--- src/rtl/lc3_fetch_pkg.sv ---
// Shared types and constants for the LC3 prefetching fetch stage.
package lc3_fetch_pkg;

    localparam int LC3_ADDR_W = 16;
    localparam int LC3_DATA_W = 16;
    localparam logic [LC3_ADDR_W-1:0] LC3_RESET_PC = 16'h3000;

    typedef enum logic [1:0] {
        IDLE,
        RUN,
        DRAIN
    } fetch_state_e;

    typedef struct packed {
        logic [LC3_ADDR_W-1:0] pc;
        logic [LC3_DATA_W-1:0] instr;
    } fetch_entry_t;

    function automatic int ptr_w(input int depth);
        return (depth > 1) ? $clog2(depth) : 1;
    endfunction

endpackage

--- src/rtl/lc3_fetch_fifo.sv ---
// In-order prefetch queue of fetch entries; flush wins over push and
// is applied after any pop in the same cycle.
module lc3_fetch_fifo
    import lc3_fetch_pkg::*;
#(
    parameter int DEPTH = 4,
    parameter logic [LC3_ADDR_W-1:0] RESET_PC = LC3_RESET_PC
) (
    input  logic                  clock,
    input  logic                  reset,
    input  logic                  push,
    input  fetch_entry_t          push_data,
    input  logic                  pop,
    input  logic                  flush,
    output fetch_entry_t          head,
    output logic [ptr_w(DEPTH):0] count,
    output logic                  full,
    output logic                  empty
);

    localparam int PW = ptr_w(DEPTH);
    localparam int CW = PW + 1;

    fetch_entry_t  mem [DEPTH];
    logic [PW-1:0] wr_ptr;
    logic [PW-1:0] rd_ptr;
    logic          do_push;
    logic          do_pop;

    assign empty   = (count == '0);
    assign full    = (count == CW'(DEPTH));
    assign do_pop  = pop && !empty;
    assign do_push = push && !flush && (!full || do_pop);
    assign head    = mem[rd_ptr];

    always_ff @(posedge clock or posedge reset) begin
        if (reset) begin
            wr_ptr <= '0;
            rd_ptr <= '0;
            count  <= '0;
            for (int i = 0; i < DEPTH; i++) begin
                mem[i] <= '{pc: RESET_PC, instr: '0};
            end
        end else begin
            if (do_push) begin
                mem[wr_ptr] <= push_data;
            end
            if (flush) begin
                wr_ptr <= '0;
                rd_ptr <= '0;
                count  <= '0;
            end else begin
                if (do_push) begin
                    wr_ptr <= wr_ptr + PW'(1);
                end
                if (do_pop) begin
                    rd_ptr <= rd_ptr + PW'(1);
                end
                count <= count + CW'(do_push) - CW'(do_pop);
            end
        end
    end

endmodule

--- src/rtl/lc3_fetch_prefetch.sv ---
// LC3 prefetching fetch stage: credit-limited imem reads into a queue.
// Optional perf counters are enabled by defining LC3_FETCH_PERF_EN.
module lc3_fetch_prefetch
    import lc3_fetch_pkg::*;
#(
    parameter int ADDR_W = LC3_ADDR_W,
    parameter int DATA_W = LC3_DATA_W,
    parameter int QDEPTH = 4,
    parameter logic [ADDR_W-1:0] RESET_PC = LC3_RESET_PC
) (
    input  logic              clock,
    input  logic              reset,
    output logic              imem_req_valid,
    input  logic              imem_req_ready,
    output logic [ADDR_W-1:0] imem_req_addr,
    input  logic              imem_rsp_valid,
    input  logic [DATA_W-1:0] imem_rsp_data,
    output logic              dec_valid,
    input  logic              dec_ready,
    output logic [DATA_W-1:0] dec_instr,
    output logic [ADDR_W-1:0] dec_pc,
    output logic [ADDR_W-1:0] dec_npc,
    input  logic              br_taken,
    input  logic [ADDR_W-1:0] br_taddr
`ifdef LC3_FETCH_PERF_EN
    ,
    output logic [31:0]       perf_fetch_cnt,
    output logic [15:0]       perf_flush_cnt
`endif
);

    localparam int PW = ptr_w(QDEPTH);
    localparam int CW = PW + 1;
    localparam logic [CW:0] CREDITS = (CW + 1)'(QDEPTH);

    fetch_state_e      state;
    fetch_state_e      state_nx;
    logic [ADDR_W-1:0] fetch_pc;
    logic [ADDR_W-1:0] rsp_pc;
    logic [CW-1:0]     outstanding;
    logic [CW-1:0]     out_nx;
    logic [CW-1:0]     q_count;
    logic              q_full;
    logic              q_empty;
    logic              accept;
    logic              rsp_ok;
    logic              redirect;
    logic              push;
    logic              pop;
    fetch_entry_t      head;
    fetch_entry_t      push_entry;

    // Queued plus in-flight words never exceed the queue depth.
    assign imem_req_valid = (state == RUN) &&
                            (({1'b0, outstanding} + {1'b0, q_count}) < CREDITS);
    assign imem_req_addr  = fetch_pc;

    assign accept     = imem_req_valid && imem_req_ready;
    assign rsp_ok     = imem_rsp_valid && (outstanding != '0);
    assign redirect   = br_taken && (state != IDLE);
    assign push       = rsp_ok && (state == RUN) && !redirect;
    assign pop        = dec_valid && dec_ready;
    assign push_entry = '{pc: rsp_pc, instr: imem_rsp_data};
    assign out_nx     = outstanding + CW'(accept) - CW'(rsp_ok);

    assign dec_valid = !q_empty;
    assign dec_instr = head.instr;
    assign dec_pc    = head.pc;
    assign dec_npc   = head.pc + ADDR_W'(1);

    always_comb begin
        state_nx = state;
        unique case (state)
            IDLE:    state_nx = RUN;
            RUN: begin
                if (redirect && (out_nx != '0)) begin
                    state_nx = DRAIN;
                end
            end
            DRAIN: begin
                if (out_nx == '0) begin
                    state_nx = RUN;
                end
            end
            default: state_nx = IDLE;
        endcase
    end

    always_ff @(posedge clock or posedge reset) begin
        if (reset) begin
            state       <= IDLE;
            fetch_pc    <= RESET_PC;
            rsp_pc      <= RESET_PC;
            outstanding <= '0;
        end else begin
            state       <= state_nx;
            outstanding <= out_nx;
            if (redirect) begin
                fetch_pc <= br_taddr;
                rsp_pc   <= br_taddr;
            end else begin
                if (accept) begin
                    fetch_pc <= fetch_pc + ADDR_W'(1);
                end
                if (push) begin
                    rsp_pc <= rsp_pc + ADDR_W'(1);
                end
            end
        end
    end

    lc3_fetch_fifo #(
        .DEPTH    (QDEPTH),
        .RESET_PC (RESET_PC)
    ) u_fifo (
        .clock     (clock),
        .reset     (reset),
        .push      (push),
        .push_data (push_entry),
        .pop       (pop),
        .flush     (redirect),
        .head      (head),
        .count     (q_count),
        .full      (q_full),
        .empty     (q_empty)
    );

    a_no_overflow: assert property (@(posedge clock) disable iff (reset)
        !(push && q_full && !pop));

`ifdef LC3_FETCH_PERF_EN
    always_ff @(posedge clock or posedge reset) begin
        if (reset) begin
            perf_fetch_cnt <= '0;
            perf_flush_cnt <= '0;
        end else begin
            if (pop && (perf_fetch_cnt != '1)) begin
                perf_fetch_cnt <= perf_fetch_cnt + 32'd1;
            end
            if (redirect && (perf_flush_cnt != '1)) begin
                perf_flush_cnt <= perf_flush_cnt + 16'd1;
            end
        end
    end
`endif

endmodule

--- config.mk ---
export PLATFORM = sky130hd
export DESIGN_NAME = lc3_fetch_prefetch
export DESIGN_NICKNAME = d
export VERILOG_FILES = /design/src/rtl/lc3_fetch_pkg.sv /design/src/rtl/lc3_fetch_fifo.sv /design/src/rtl/lc3_fetch_prefetch.sv
export SDC_FILE = /design/constraint.sdc
export NUM_CORES = 1
export LEC_CHECK = 0
export BUFFER_PORTS_ARGS = -buffer_cell sky130_fd_sc_hd__buf_2
export CAP_MARGIN = 20
export CORE_ASPECT_RATIO = 1.5
export CORE_UTILIZATION = 25
export CTS_CLUSTER_DIAMETER = 40
export DETAILED_ROUTE_END_ITERATION = 12
export GPL_TIMING_DRIVEN = 0
export PLACE_DENSITY = 0.45
export SLEW_MARGIN = 20
export SYNTH_ARGS = -nofsm -noshare
export SYNTH_HDL_FRONTEND = slang
export SYNTH_SLANG_ARGS = --single-unit
export TNS_END_PERCENT = 10
--- constraint.sdc ---
create_clock -name clock -period 7.2 [get_ports clock]
set_clock_uncertainty 0.05 [all_clocks]
set_input_delay 0.36 -clock clock [delete_from_list [all_inputs] [get_ports clock]]
set_output_delay 0.36 -clock clock [all_outputs]
set_load 0.02 [all_outputs]
==> impl_metrics.env, run 1 <==
export IMPL_antenna_found_initial=0
export IMPL_critPathRequiredTime_ps=7500
export IMPL_reg2regPathDepth=15
export IMPL_ant_nets=0
export IMPL_num_rows=81
export IMPL_r2r_start="outstanding[2]"
export IMPL_place_ws_ps=3640
export IMPL_crit_fanout=6
export IMPL_synth_top_cell_by_area="dfrtp_1"
export IMPL_cts_buffer_depth=2
export IMPL_synthAdderAreaFrac_pct=2.42
export IMPL_yosys_warnings=0
export IMPL_synth_area_mm2=0.00836
export IMPL_worstPathArrival_ps=3840
export IMPL_ys_seq_elements=172
export IMPL_overflow=0
export IMPL_synth_simple_area_share_pct=8.17
export IMPL_htreeDepth=4
export IMPL_viasPerCell=4.55
export IMPL_maxSlewViolCount=0
export IMPL_cap_violations=0
export IMPL_p_total_w=0.00492
export IMPL_crit_path_end="state[0]"
export IMPL_nNetsFinal=789
export IMPL_start_kind="flop"
export IMPL_r2r_setup_slack_ps=3660
export IMPL_clock_fmax_mhz=282
export IMPL_fin_crit_sh_pct=49.2
export IMPL_async_reset_ff_share_pct=100
export IMPL_clock_sinks=172
export IMPL_tightest_slew_ps=896
export IMPL_synth_top_family_by_area="multiplexers"
export IMPL_hold_ws_ps=140
export IMPL_grt_util_all_layers_pct=13.1
export IMPL_grt_max_degree=91
export IMPL_die_area_mm2=0.0342
export IMPL_period_needed_ps=3540
export IMPL_setup_viol=0
export IMPL_clkTransAtPathRegs_ps=70
export IMPL_hold_viol=0
export IMPL_fin_setup_tns_ps=0
export IMPL_layout_drive_gt1_share_pct=43.7
export IMPL_setup_ws_ps=3660
export IMPL_synth_edf_count=0
export IMPL_slew_limit_headroom_pct=39.8
export IMPL_crit_start="outstanding[2]"
export IMPL_finalWeightedCongestion=0.731
export IMPL_cts_buffers=17
export IMPL_port_buffers=103
export IMPL_diodes=0
export IMPL_wl_per_cell_um=17.8
export IMPL_drt_iter0_markers=204
export IMPL_firstDrtPassIters=4
export IMPL_route_detailed_drc=0
export IMPL_die_height_um=226
export IMPL_syn_inst=612
export IMPL_worstSkewPairLatency_ps=440
export IMPL_yosys_top_cells_area="dfrtp_1, mux2_2, mux4_2, dfstp_2, xor2_1"
export IMPL_worstSetupPathType="reg -> reg"
export IMPL_fill_cells=3334
export IMPL_worstReg2RegEnd="state[0]"
export IMPL_outcome="finished clean"
export IMPL_seq_area_frac_synth_pct=51.6
export IMPL_synthDominantCellAreaShare_pct=47.9
export IMPL_p_leak_nw=4.45
export IMPL_ir_worst_vdd_v=0.000205
export IMPL_dp_final_hpwl_mm=15.0
export IMPL_drt_wl_total_mm=20.7
export IMPL_cts_tree="yes"
export IMPL_rsz0062_at_grt="false"
export IMPL_worstHoldPathType="in -> reg"
export IMPL_grt_pass1_wl_mm=32.7
export IMPL_cts_root_buffer="clkbuf_16"
export IMPL_synth_nets=665
export IMPL_synth_mux_area_fraction_pct=26.5
export IMPL_pin_count=104
export IMPL_synth_compound_area_share_pct=2.65
export IMPL_die_w_um=151
export IMPL_syn_avg_cell_area_um2=13.7
export IMPL_yosysUniqueCellTypes=47
export IMPL_grt_pass1_vias=5607
export IMPL_area_growth_synth_to_final_pct=20.1
export IMPL_end_kind="flop"
export IMPL_synth_ff_type="dfrtp_1"
export IMPL_dr_total_vias=5291
export IMPL_p_per_area_mw_per_mm2=490
export IMPL_synth_xor_area_share_pct=5.13
export IMPL_synth_most_common_cell="dfrtp_1"
export IMPL_start_util_pct=25.6
export IMPL_synth_common_cells="dfrtp_1, mux2_2, a21oi_1"
export IMPL_core_mm2=0.0327
-- how the worst min path moves through the flow --
stage,endpoint,slack [ps],cells after the start,start
global route,rsp_pc[2],140,3,br_taddr[2]
detailed placement,u_fifo.mem[26],430,1,u_fifo.mem[26]
floorplan,u_fifo.mem[54],410,1,u_fifo.mem[54]
finish,rsp_pc[0],140,3,br_taddr[0]
global placement,u_fifo.mem[122],420,1,u_fifo.mem[122]
CTS,rsp_pc[0],120,3,br_taddr[0]
-- where the power goes --
part	internal, W	total, W	switching (W)
Sequential	0.00145	0.00176	0.000309
Combinational	0.00101	0.00223	0.00122
Clock	0.000541	0.000935	0.000394
-- kinds of logic (layout without fill, tap and decap cells) --
logic type,Yosys count,after routing
AOI/OAI and AO/OA,40,40
and+or+nand+nor,124,124
muxes,164,164
buffers and inverters,48,185
adders and majority gates,15,15
xor gates and xnor gates,49,49
DFF,172,172
-- routing by layer --
metal  part of all wire [%]  track usage, %
met3                    3.3            2.85
met2                     55            23.8
met5                      0               0
met4                    1.9            4.94
met1                     40            14.5
-- placed cells by master (no fill, tap or decap), drive strengths merged, types with 4 or more instances in the layout --
cell type / n
dfrtp: 160
mux2: 128
buf: 127
mux4: 32
clkbuf: 32
a21oi: 30
nor2: 29
xor2: 28
nand2: 27
xnor2: 21
nand3: 16
inv: 15
nand4: 14
ha: 13
dfstp: 12
and3: 7
nor3: 6
clkinv: 6
or3: 4
and2: 4
mux2i: 4
nor4: 4
-- through the flow --
stage | instances | util (%) | area (um2)
2_1_floorplan | 612 | - | 8360
6_report | 1164 | 30.7 | 10000
4_1_cts | 1164 | 30.7 | 10000
3_3_place_gp | 1130 | 28.7 | 9400
3_5_place_dp | 1131 | 28.8 | 9430
5_1_grt | 1164 | 30.7 | 10000
-- state kept, by name, indices dropped and copies added, names as in the netlist --
| signal | flops |
|---|---|
| u_fifo.mem | 128 |
| imem_req_addr | 16 |
| rsp_pc | 16 |
| outstanding | 3 |
| u_fifo.count | 3 |
| state | 2 |
| u_fifo.rd_ptr | 2 |
| u_fifo.wr_ptr | 2 |
-- worst max-delay path, stage by stage (launching register included) --
cell and delay [ps]:
dfrtp_1 410, ha_1 320, nor3_1 250, and4_1 230
clkbuf_1 240, inv_1 100, ha_1 270, inv_1 50
ha_1 130, inv_1 40, fa_1 380, xnor2_1 150
xnor2_1 140, or3_1 360, a21o_1 190, a22oi_1 140
-- layout make-up --
type                    instances  area, um2  share of cell area (%)
multi-input cells             392       3750                    37.4
inverters                      13       56.3                   0.560
clock buffers                  20        467                    4.64
repair buffers                105        553                    5.50
clock inverters                12        138                    1.37
flip-flops and latches        172       4320                    43.0
plain buffers                  35        243                    2.42
well taps                     415        519                    5.17
-- repair_timing --
action	4_1_cts	5_1_grt
setup endpoints to repair	0	0
hold buffers	1	0
resized for setup	0	0
setup buffers	0	0
hold endpoints to repair	74	0
No activity file was read; power rests on OpenSTA's default activity.
==> run 2, diff against run 1 <==
- clock period: 7.2 -> 3.5 ns (I/O delays scaled with it)
==> run 2 against run 1 <==
  * Final area increased by 4.3%
  * Setup slack got worse by 3400 ps
  * Non-clock buffer count increased by 36
  * Global-route usage increased by 0.18 points
  * Register-to-register slack got worse by 3400 ps
  * Highest routed layer unchanged
  * Largest cell class unchanged
  * Sequential share of layout area decreased by 1.8 points
==> impl_metrics.env, run 2 (synthesis gave the netlist of run 1 again) <==
export IMPL_num_rows=81
export IMPL_viasPerCell=4.46
export IMPL_core_mm2=0.0327
export IMPL_critPathRequiredTime_ps=3270
export IMPL_ir_worst_vdd_v=0.000384
export IMPL_die_height_um=226
export IMPL_route_detailed_drc=0
export IMPL_dp_final_hpwl_mm=15.5
export IMPL_fill_cells=3267
export IMPL_clock_fmax_mhz=310
export IMPL_cts_setup_buffers=0
export IMPL_crit_start="u_fifo.rd_ptr[1]"
export IMPL_p_per_area_mw_per_mm2=980
export IMPL_rsz0062_at_grt="false"
export IMPL_p_leak_nw=4.63
export IMPL_outcome="finished clean"
export IMPL_start_kind="flop"
export IMPL_htreeDepth=4
export IMPL_worstSkewPairLatency_ps=440
export IMPL_worstHoldPathType="in -> reg"
export IMPL_cts_buffers=17
export IMPL_hold_ws_ps=17.7
export IMPL_grt_pass1_wl_mm=33.4
export IMPL_pin_count=104
export IMPL_cap_violations=0
export IMPL_final_cell_mix="dfrtp_1, mux2_2, buf_2"
export IMPL_drt_iter0_markers=178
export IMPL_clkTransAtPathRegs_ps=70
export IMPL_drt_wl_total_mm=20.9
export IMPL_cts_root_buffer="clkbuf_16"
export IMPL_nNetsFinal=825
export IMPL_cts_buffer_depth=2
export IMPL_dr_total_vias=5355
export IMPL_largest_register="u_fifo.mem"
export IMPL_largest_reg_flops=128
export IMPL_tightest_slew_ps=844
export IMPL_slew_limit_headroom_pct=43.3
export IMPL_register_area_mm2=0.00432
export IMPL_antenna_found_initial=0
export IMPL_worstSetupPathType="reg -> out"
export IMPL_overflow=0
export IMPL_die_area_mm2=0.0342
export IMPL_end_kind="primary output"
export IMPL_setup_viol=0
export IMPL_r2r_start="outstanding[2]"
export IMPL_mostFrequentLayoutCell="dfrtp_1"
export IMPL_grt_pass1_vias=5727
export IMPL_maxSlewViolCount=0
export IMPL_multi_input_area_mm2=0.00376
export IMPL_wl_per_cell_um=17.4
export IMPL_fin_crit_sh_pct=92.2
export IMPL_firstDrtPassIters=4
export IMPL_grt_max_degree=31
export IMPL_layout_drive_gt1_share_pct=42.7
export IMPL_area_growth_synth_to_final_pct=25.3
export IMPL_worstPathArrival_ps=3000
export IMPL_diodes=0
export IMPL_cts_tree="yes"
export IMPL_grt_util_all_layers_pct=13.2
export IMPL_start_util_pct=25.6
export IMPL_finalWeightedCongestion=0.732
export IMPL_r2r_setup_slack_ps=290
export IMPL_postPlaceCellArea_mm2=0.00952
export IMPL_design_area_mm2=0.0105
export IMPL_crit_fanout=10
export IMPL_min_from="br_taddr[9]"
export IMPL_clock_sinks=172
export IMPL_hold_viol=0
export IMPL_ant_nets=0
export IMPL_period_needed_ps=3230
export IMPL_die_w_um=151
export IMPL_port_buffers=103
## run 2: cell count changes in the layout (fill, tap and decap cells not counted), moves of 2 or more
| cell | delta |
|---|---|
| clkinv_2 | +2 |
| dlygate4sd3_1 | +31 |
| clkbuf_8 | -3 |
| buf_12 | +6 |
| bufinv_16 | +2 |
| inv_6 | -2 |
## run 2: stage by stage
| stage | setup WS (ps) | util (%) | total power [W] | TNS (ps) | std cells |
|---|---|---|---|---|---|
| final | 273 | 32.0 | 0.0103 | 0 | 1200 |
| after global routing | 35.5 | 32.0 | 0.0111 | 0 | 1200 |
| after CTS | 8.64 | 32.0 | 0.0105 | 0 | 1200 |
| after detailed placement | 17.3 | 29.1 | 0.00836 | 0 | 1136 |
| after global placement | -272 | 28.7 | 0.00828 | -39910 | 1130 |
| after floorplan | 333 | - | 0.00689 | 0 | 612 |
## run 2: where the power goes
part	internal, W	switching [W]
Sequential	0.00299	0.000637
Clock	0.00119	0.000820
Combinational	0.00212	0.00250
## run 2: critical path: stages, from the launching register on
cell and delay, ps:
dfrtp_1 350, buf_2 240, buf_2 320, buf_2 360, buf_1 650, mux4_2 440, buf_2 180
## run 2: final cells by class
class,count,area share (%)
Sequential cell,172,41.2
Multi-Input combinational cell,392,35.9
Timing Repair Buffer,142,9.17
Tap cell,415,4.96
Clock buffer,17,4.06
Buffer,34,2.28
Clock inverter,15,1.90
Inverter,13,0.502
## run 2: routing by layer
layer	GRT usage, %	share of wire [%]
met3	2.57	3.0
met5	0	0
met2	23.7	54
met4	4.35	1.5
met1	15.5	41
## run 2: what timing repair did
action	CTS	global route
hold buffers	32	0
resized for setup	0	3
hold endpoints to repair	199	0
setup endpoints to repair	0	2
## run 2: final timing paths
check                      cells past startpoint                 to
min                                            3   imem_req_addr[9]
min reg2reg                                    1     u_fifo.mem[90]
min in group asynchronous                      3     u_fifo.mem[65]
max                                            6      dec_instr[12]
max in group asynchronous                      6  imem_req_addr[13]
max reg2reg                                   14           state[0]
